File: src/rtl/inst_fetch_pkg.sv
// rtl/inst_fetch_pkg.sv - shared constants, state encoding and helpers for the IF stage
package inst_fetch_pkg;

  localparam logic [31:0] RESET_PC_DEFAULT = 32'hBFC0_0000;
  localparam logic [31:0] NOP_INST         = 32'h0000_0000;

  localparam int STALL_PC = 0;
  localparam int STALL_IF = 1;
  localparam int STALL_ID = 2;

  typedef enum logic [1:0] {
    IF_IDLE = 2'd0,
    IF_REQ  = 2'd1,
    IF_WAIT = 2'd2,
    IF_HOLD = 2'd3
  } if_state_e;

  function automatic logic [31:0] align_word(input logic [31:0] addr);
    return {addr[31:2], 2'b00};
  endfunction

endpackage

File: src/rtl/inst_fetch_if.sv
// rtl/inst_fetch_if.sv - instruction-memory request/grant/read-data bus
interface inst_fetch_if;
  logic        imem_req;
  logic [31:0] imem_addr;
  logic        imem_gnt;
  logic        imem_rvalid;
  logic [31:0] imem_rdata;

  modport master (
    output imem_req, imem_addr,
    input  imem_gnt, imem_rvalid, imem_rdata
  );

  modport slave (
    input  imem_req, imem_addr,
    output imem_gnt, imem_rvalid, imem_rdata
  );
endinterface

File: src/rtl/inst_fetch_if_id_reg.sv
// rtl/inst_fetch_if_id_reg.sv - IF/ID pipeline register with bubble and hold behaviour
module inst_fetch_if_id_reg
  import inst_fetch_pkg::*;
(
  input  logic        clk,
  input  logic        rstn,
  input  logic        i_stall_if,
  input  logic        i_stall_id,
  input  logic        i_valid,
  input  logic [31:0] i_inst,
  input  logic [31:0] i_pc,
  output logic [31:0] o_inst,
  output logic [31:0] o_pc,
  output logic        o_valid
);

  logic [31:0] r_inst;
  logic [31:0] r_pc;
  logic        r_valid;

  // pc is left alone on bubbles so ID still sees the last real fetch address
  always_ff @(posedge clk or posedge rstn) begin
    if (rstn) begin
      r_inst  <= NOP_INST;
      r_pc    <= 32'h0;
      r_valid <= 1'b0;
    end else if (!i_stall_if) begin
      if (i_valid) begin
        r_inst  <= i_inst;
        r_pc    <= i_pc;
        r_valid <= 1'b1;
      end else begin
        r_inst  <= NOP_INST;
        r_valid <= 1'b0;
      end
    end else if (!i_stall_id) begin
      r_inst  <= NOP_INST;
      r_valid <= 1'b0;
    end
  end

  assign o_inst  = r_inst;
  assign o_pc    = r_pc;
  assign o_valid = r_valid;

endmodule

File: src/rtl/inst_fetch.sv
// rtl/inst_fetch.sv - IF stage: PC, single-outstanding imem fetch, delay-slot redirect
module inst_fetch
  import inst_fetch_pkg::*;
#(
  parameter logic [31:0] RESET_PC = RESET_PC_DEFAULT
) (
  input  logic         clk,
  input  logic         rstn,
  input  logic [5:0]   stall,
  input  logic         jump,
  input  logic [31:0]  jumppc,
  inst_fetch_if.master imem,
  output logic [31:0]  inst_o,
  output logic [31:0]  pc_o,
  output logic         inst_valid_o,
  output logic         stallreq_o
);

  if_state_e   r_state, w_next_state;
  logic [31:0] r_pc, r_npc, r_req_pc, r_buf_inst, r_buf_pc, r_redirect_pc;
  logic        r_npc_valid, r_redirect_pending, r_stallreq;
  logic        w_req, w_grant, w_deliver, w_capture, w_unused;
  logic [31:0] w_cur_pc, w_next_pc, w_target, w_del_inst, w_del_pc;

  assign w_unused  = ^stall[5:3];

  // a PC update deferred by stall[0] is bypassed onto the bus the moment stall drops
  assign w_cur_pc  = r_npc_valid ? r_npc : r_pc;
  assign w_target  = r_redirect_pending ? r_redirect_pc : jumppc;
  assign w_next_pc = (r_redirect_pending || jump) ? align_word(w_target) : r_pc + 32'd4;
  assign w_grant   = w_req & imem.imem_gnt;

  assign imem.imem_req  = w_req;
  assign imem.imem_addr = w_cur_pc;
  assign stallreq_o     = r_stallreq;

  always_comb begin
    w_next_state = r_state;
    w_req        = 1'b0;
    w_deliver    = 1'b0;
    w_capture    = 1'b0;
    w_del_inst   = imem.imem_rdata;
    w_del_pc     = r_req_pc;
    case (r_state)
      IF_IDLE: w_next_state = IF_REQ;
      IF_REQ: begin
        w_req = ~stall[STALL_PC];
        if (w_req && imem.imem_gnt) w_next_state = IF_WAIT;
      end
      IF_WAIT: begin
        if (imem.imem_rvalid) begin
          if (stall[STALL_IF]) begin
            w_capture    = 1'b1;
            w_next_state = IF_HOLD;
          end else begin
            w_deliver    = 1'b1;
            w_next_state = IF_REQ;
          end
        end
      end
      IF_HOLD: begin
        if (!stall[STALL_IF]) begin
          w_deliver    = 1'b1;
          w_del_inst   = r_buf_inst;
          w_del_pc     = r_buf_pc;
          w_next_state = IF_REQ;
        end
      end
      default: w_next_state = IF_IDLE;
    endcase
  end

  always_ff @(posedge clk or posedge rstn) begin
    if (rstn) begin
      r_state            <= IF_IDLE;
      r_pc               <= RESET_PC;
      r_npc              <= RESET_PC;
      r_npc_valid        <= 1'b0;
      r_req_pc           <= 32'h0;
      r_buf_inst         <= NOP_INST;
      r_buf_pc           <= 32'h0;
      r_redirect_pending <= 1'b0;
      r_redirect_pc      <= 32'h0;
      r_stallreq         <= 1'b0;
    end else begin
      r_state    <= w_next_state;
      r_stallreq <= (r_state == IF_REQ) || (r_state == IF_WAIT);
      if (w_grant) r_req_pc <= w_cur_pc;

      if (w_capture) begin
        r_buf_inst <= imem.imem_rdata;
        r_buf_pc   <= r_req_pc;
      end else if (w_deliver && (r_state == IF_HOLD)) begin
        r_buf_inst <= NOP_INST;
        r_buf_pc   <= 32'h0;
      end

      // delivery of the delay slot consumes the redirect; a second jump meanwhile is dropped
      if (w_deliver) begin
        r_redirect_pending <= 1'b0;
      end else if (jump && !r_redirect_pending) begin
        r_redirect_pending <= 1'b1;
        r_redirect_pc      <= jumppc;
      end

      if (w_deliver) begin
        if (stall[STALL_PC]) begin
          r_npc       <= w_next_pc;
          r_npc_valid <= 1'b1;
        end else begin
          r_pc <= w_next_pc;
        end
      end else if (r_npc_valid && !stall[STALL_PC]) begin
        r_pc        <= r_npc;
        r_npc_valid <= 1'b0;
      end
    end
  end

  inst_fetch_if_id_reg u_if_id (
    .clk        (clk),
    .rstn       (rstn),
    .i_stall_if (stall[STALL_IF]),
    .i_stall_id (stall[STALL_ID]),
    .i_valid    (w_deliver),
    .i_inst     (w_del_inst),
    .i_pc       (w_del_pc),
    .o_inst     (inst_o),
    .o_pc       (pc_o),
    .o_valid    (inst_valid_o)
  );

endmodule

File: src/flat_wrapper.sv
// flat-port wrapper written by rule: the top's interface ports become plain ports
module inst_fetch_flat import inst_fetch_pkg::*;
#(
  parameter logic [31:0] RESET_PC = RESET_PC_DEFAULT
)
  (clk, rstn, stall, jump, jumppc, inst_o, pc_o, inst_valid_o, stallreq_o, imem_imem_req, imem_imem_addr, imem_imem_gnt, imem_imem_rvalid, imem_imem_rdata);
  inst_fetch_if imem_i ();
  input  logic clk;
  input  logic rstn;
  input  logic [5:0] stall;
  input  logic jump;
  input  logic [31:0] jumppc;
  output logic [31:0] inst_o;
  output logic [31:0] pc_o;
  output logic inst_valid_o;
  output logic stallreq_o;
  output wire logic [$bits(imem_i.imem_req)-1:0] imem_imem_req;
  output wire logic [$bits(imem_i.imem_addr)-1:0] imem_imem_addr;
  input wire logic [$bits(imem_i.imem_gnt)-1:0] imem_imem_gnt;
  input wire logic [$bits(imem_i.imem_rvalid)-1:0] imem_imem_rvalid;
  input wire logic [$bits(imem_i.imem_rdata)-1:0] imem_imem_rdata;
  assign imem_imem_req = imem_i.imem_req;
  assign imem_imem_addr = imem_i.imem_addr;
  assign imem_i.imem_gnt = imem_imem_gnt;
  assign imem_i.imem_rvalid = imem_imem_rvalid;
  assign imem_i.imem_rdata = imem_imem_rdata;
  inst_fetch #(.RESET_PC(RESET_PC)) u_core (.clk(clk), .rstn(rstn), .stall(stall), .jump(jump), .jumppc(jumppc), .imem(imem_i), .inst_o(inst_o), .pc_o(pc_o), .inst_valid_o(inst_valid_o), .stallreq_o(stallreq_o));
endmodule
File: config.mk
export PLATFORM = sky130hd
export DESIGN_NAME = inst_fetch_flat
export DESIGN_NICKNAME = d
export VERILOG_FILES = /design/src/rtl/inst_fetch_pkg.sv /design/src/rtl/inst_fetch_if.sv /design/src/rtl/inst_fetch_if_id_reg.sv /design/src/rtl/inst_fetch.sv /design/src/flat_wrapper.sv
export SDC_FILE = /design/constraint.sdc
export NUM_CORES = 1
export LEC_CHECK = 0
export BUFFER_PORTS_ARGS = -buffer_cell sky130_fd_sc_hd__buf_2
export CAP_MARGIN = 15
export CORE_ASPECT_RATIO = 1.1
export CORE_UTILIZATION = 59
export CTS_BUF_LIST = sky130_fd_sc_hd__clkbuf_8
export DETAILED_ROUTE_END_ITERATION = 6
export PLACE_DENSITY = 0.81
export SETUP_SLACK_MARGIN = 0.1
export SYNTH_ARGS = -nofsm -noshare
export SYNTH_HDL_FRONTEND = slang
export SYNTH_SLANG_ARGS = --single-unit
File: constraint.sdc
create_clock -name clk -period 11.55 [get_ports clk]
set_input_delay 1.7325 -clock clk [delete_from_list [all_inputs] [get_ports clk]]
set_output_delay 1.7325 -clock clk [all_outputs]
set_load 0.03 [all_outputs]
* After elaboration in Yosys (flattened, before gate mapping)
Index checks and enable logic that the tools add are counted.
** Operators by class
- Bitwise logic cells :: 4
- Add/sub/neg operators :: 1
- Reductions and logical operators :: 18
- Equal/unequal tests :: 9
- Multiplexer cells :: 34
** Operators with widths (number)
- 32-bit 2-to-1 mux :: 14
- 32-bit by 3-bit adder with 32-bit output (second input constant) :: 1
- 1-bit 2-to-1 mux :: 14
- 2-bit inequality test (second input constant) :: 5
- 2-bit AND reduction :: 5
- 2-bit 2-to-1 mux :: 4
- 2-bit case mux with 4 select lines :: 1
- 2-bit nonzero test :: 3
- 2-bit equality test (second input constant) :: 2
- 1-bit logical AND :: 4
- 1-bit inverter :: 3
- 3-bit AND reduction :: 1
- 2-bit by 1-bit equality test with 1-bit output (second input constant) :: 1
- 1-bit logical NOT :: 2
- 2-bit logical NOT :: 1
- 1-bit logical OR :: 2
- 2-bit by 1-bit inequality test with 1-bit output (second input constant) :: 1
- 1-bit case mux with 2 select lines :: 1
- 1-bit bitwise AND :: 1
** Storage, ports and cells
- Flip-flop bits (word level) :: 262
- Output and inout port bits :: 99
- Word-level logic and storage cells :: 79
- Input bits :: 75

* Logic depth before layout (Yosys ltp)
- Word-level depth :: 6
- Gate-level depth with buffers :: 10
- Depth with buffers taken out :: 8

* Modules after synthesis
Synthesis repeated with hierarchy kept, for this count alone.
** Second synthesis, totals
- Cell total of the unflattened synthesis :: 1221
- Area, all modules :: 12748.5 um^2
** Modules (own cells, without submodules)
- inst_fetch :: area each 10088.4 um^2, seq. area each 4902.2 um^2, times used 1, cells an instance 1015
- inst_fetch_if_id_reg :: area each 2660.1 um^2, seq. area each 1626.6 um^2, times used 1, cells an instance 206

* Worst setup path after synthesis
Ideal clock, no wire load.
- Path type :: input to output
- Start point :: input port stall[0]
- End point :: output port imem_imem_req
- Data required time :: 9818 ps
- Path slack :: 7257 ps
- Data arrival time :: 2561 ps
- Buffers on the path :: 2
- Cell stages on the path :: 3
- Cells stage by stage :: clkbuf_1 -> clkbuf_1 -> nor2b_1
** Between the ends
- Word-level cells in the longest chain between the ends :: 2
** RTL lines
- start: declaration :: RTL line flat_wrapper.sv:10 : input logic [5:0] stall;
- 1-bit inverter :: RTL line inst_fetch.sv:47 : w_req = ~stall[STALL_PC];
- 1-bit 2-to-1 mux :: RTL line inst_fetch.sv:44 : case (r_state)
- end: declaration :: RTL line flat_wrapper.sv:17 : output wire logic [$bits(imem_i.imem_req)-1:0] imem_imem_req;
Every way passes these cells.

* Final worst setup path
Same ends and word-level chain as after synthesis.

==> results_dict.tcl <==
set metrics [dict create \
    status "finished clean" \
    post_cts_buffers 0 \
    synth_cell_types 53 \
    clock_skew_ns 0.0148 \
    tritoncts "done" \
    place.gp.congestion 0.903 \
    cts_max_level 2 \
    synth_largest_area_cell "dfrtp_1" \
    die_area_um2 20700 \
    syn_inst 1086 \
    cts_num_sinks 260 \
    finalNetCount 1311 \
    synth_edf_count 0 \
    finalSetupViolCount 0 \
    avgSynthCellArea_um2 10.9 \
    dpl_cell_area_um2 12800 \
    placedCellCount 1440 \
    final.min_clock_period_ns 4.29 \
    synth.most_common_cell "dfrtp_1" \
    cp-start-kind "input pin" \
    antenna_cells 0 \
    rows 54 \
    synth-seq-cells 260 \
    syn_to_final_growth_pct 15.0 \
    synth_top_area_share_pct 51.0 \
    numCtsBuffers 42 \
    die_w_um 137 \
    startpoint "stall[0]" \
    r2r_end "u_core.r_buf_pc[23]" \
    finalInstanceArea_um2 13700 \
    min_period_over_period_pct 37.1 \
    ys_seq_area_share_pct 55.0 \
    routed_via_density 6.04 \
    core-area_um2 19800 \
    peakVddDrop_uv 160 \
    reg2reg_depth 7 \
    setup_tns_ns 0 \
    track_usage_pct 28.1 \
    ctsRootBufferMaster "clkbuf_8" \
    hp-class "reg2reg" \
    r2r_setup_slack_ns 8.79 \
    cts.repair.resized 0 \
    drt_iter0_markers 817 \
    slew_viol_final 0 \
    clk_pin_slew_worst_paths_ns 0.06 \
    drtPass1Iterations 6 \
    drive_above_1_share_pct 28.1 \
    grt.overflow.total 0 \
    max_freq_mhz 233 \
    vias 9151 \
    ant_nets 0 \
    start_util_pct 60.0 \
    synth-main-ff-cell "dfrtp_1" \
    timing.rr.start "u_core.r_state[0]" \
    crit_end "imem_imem_req" \
    grt_max_degree 108 \
    yosys_warnings 0 \
    final_hold_viol_count 0 \
    drc 0 \
    synth_area_um2 11900 \
    clockBufferDepth 3 \
    maxCapViolations 0 \
    postCtsHoldBufs 0 \
    hpwl_um 18100 \
    numPortBuffers 168 \
    ios 174 \
    crit_fanout 22 \
    critPathKind "in2out" \
    endpoint_kind "primary output" \
    rsz0062_at_grt "no" \
    ys_top_cells_by_count "dfrtp_1 (242), nand2_1 (161), o21ai_0 (130)" \
    grt_pass1_wl_um 45400 \
    worstSkewPairLatency_ns 0.54 \
    crit_arrival_ns 2.56 \
    drt-total-wl_um 28500 \
    crit_required_ns 9.82 \
    slew_headroom_pct 22.1 \
    wl_per_cell_um 18.8 \
    p_per_area_nw_per_um2 284 \
    die_h_um 151 \
    antenna_found_initial 0 \
    syn_nets 1165 \
    p_leak_nw 6.50 \
    final_util_pct 69.0 \
    tightestPinTransition_ns 1.17 \
    grt_pass1_vias 8688 \
    async_reset_ff_share_pct 100 \
    fin_cells 1514 \
    synth_area_leaders "dfrtp_1 (51%), mux2_2 (8.2%), mux2i_1 (6.2%), o21ai_0 (5.5%), nand2_1 (5.1%)" \
]
==> worst min-delay path by stage <==
| stage | start | endpoint | depth (start not counted) | slack (ns) |
|---|---|---|---|---|
| after detailed placement | u_core.u_if_id.o_valid | u_core.u_if_id.o_valid | 2 | 0.46 |
| after global routing | u_core.u_if_id.o_pc[21] | u_core.u_if_id.o_pc[21] | 2 | 0.50 |
| after global placement | u_core.r_npc[31] | u_core.r_npc[31] | 2 | 0.45 |
| final | u_core.u_if_id.o_valid | u_core.u_if_id.o_valid | 2 | 0.47 |
| after floorplan | u_core.r_npc[0] | u_core.r_npc[0] | 2 | 0.44 |
| after CTS | u_core.u_if_id.o_valid | u_core.u_if_id.o_valid | 2 | 0.47 |
==> report_power, final <==
group          internal, W  total (W)  switching [W]
clock             0.000413   0.000764       0.000351
sequential         0.00130    0.00157       0.000270
combinational     0.000597    0.00155       0.000949
==> flip-flops by register name, indices dropped and copies added (netlist names) <==
| register | flops |
|---|---|
| u_core.u_if_id.o_inst | 32 |
| u_core.stallreq_o | 1 |
| u_core.r_req_pc | 32 |
| u_core.r_npc | 32 |
| u_core.u_if_id.o_pc | 32 |
| u_core.r_buf_inst | 32 |
| u_core.r_pc | 32 |
| u_core.u_if_id.o_valid | 1 |
| u_core.r_redirect_pc | 30 |
| u_core.r_redirect_pending | 1 |
| u_core.r_state | 2 |
| u_core.r_npc_valid | 1 |
| u_core.r_buf_pc | 32 |
==> cell usage in the layout (no fill, tap or decap), drive strengths merged, types with 3 or more instances in the layout <==
master and count:
buf 182, mux2i 73, a31oi 7, o31ai 6, nand3 13, o21ai 132
xor2 13, or2 3, a221o 4, nor2 29, o32ai 4, nand2 163
a221oi 6, nor4 3, mux2 86, clkbuf 50, o21a 4, or3 5
o22a 3, clkinv 4, o211ai 4, dfrtp 242, a21oi 24, a22o 67
dfstp 18, and3 3, nand4 7, a32oi 7, nand2b 4, or4 5
o221ai 6, o31a 3, inv 38, o22ai 3, xnor2 8, nor3 14
ha 4
==> layer usage <==
metal	vias up	track usage (%)	routed length, um
li1	4194	-	-
met1	4535	40.4	12500
met2	363	42.8	13100
met3	59	5.25	2080
met4	0	9.95	800
met5	-	0	0
==> per-stage QoR <==
step / power, W / hold slack (ns) / worst slack [ns]
floorplan: 0.00266 / 0.439 / 2.69
global placement: 0.00306 / 0.449 / 7.20
detailed placement: 0.00311 / 0.459 / 7.19
CTS: 0.00389 / 0.475 / 7.29
global route: 0.00412 / 0.499 / 7.27
finish: 0.00388 / 0.469 / 7.26
==> cells by family (layout without fill, tap and decap cells) <==
kind of cell    Yosys count  after routing  synth area share (%)
compound gates          290            290                  16.2
xor+xnor                 21             21                  1.55
fa+ha+maj                 4              4                 0.421
buf+inv                 100            276                  3.39
flops                   260            260                  55.0
mux                     159            159                  14.3
simple gates            252            252                  9.18
==> critical path, cell delays in order <==
cell	delay (ns)
buf_2	0.25
nor2b_1	0.31
buf_2	0.26
==> cell type report <==
cell class | instances | area, um^2
fillers | 1501 | 6140
multi-input cells | 726 | 4980
inverters | 20 | 82.6
clock buffers | 50 | 688
clock inverters | 24 | 123
well taps | 252 | 315
repair buffers | 182 | 946
flip-flops and latches | 260 | 6530
Power figures use the tool's default switching activity.
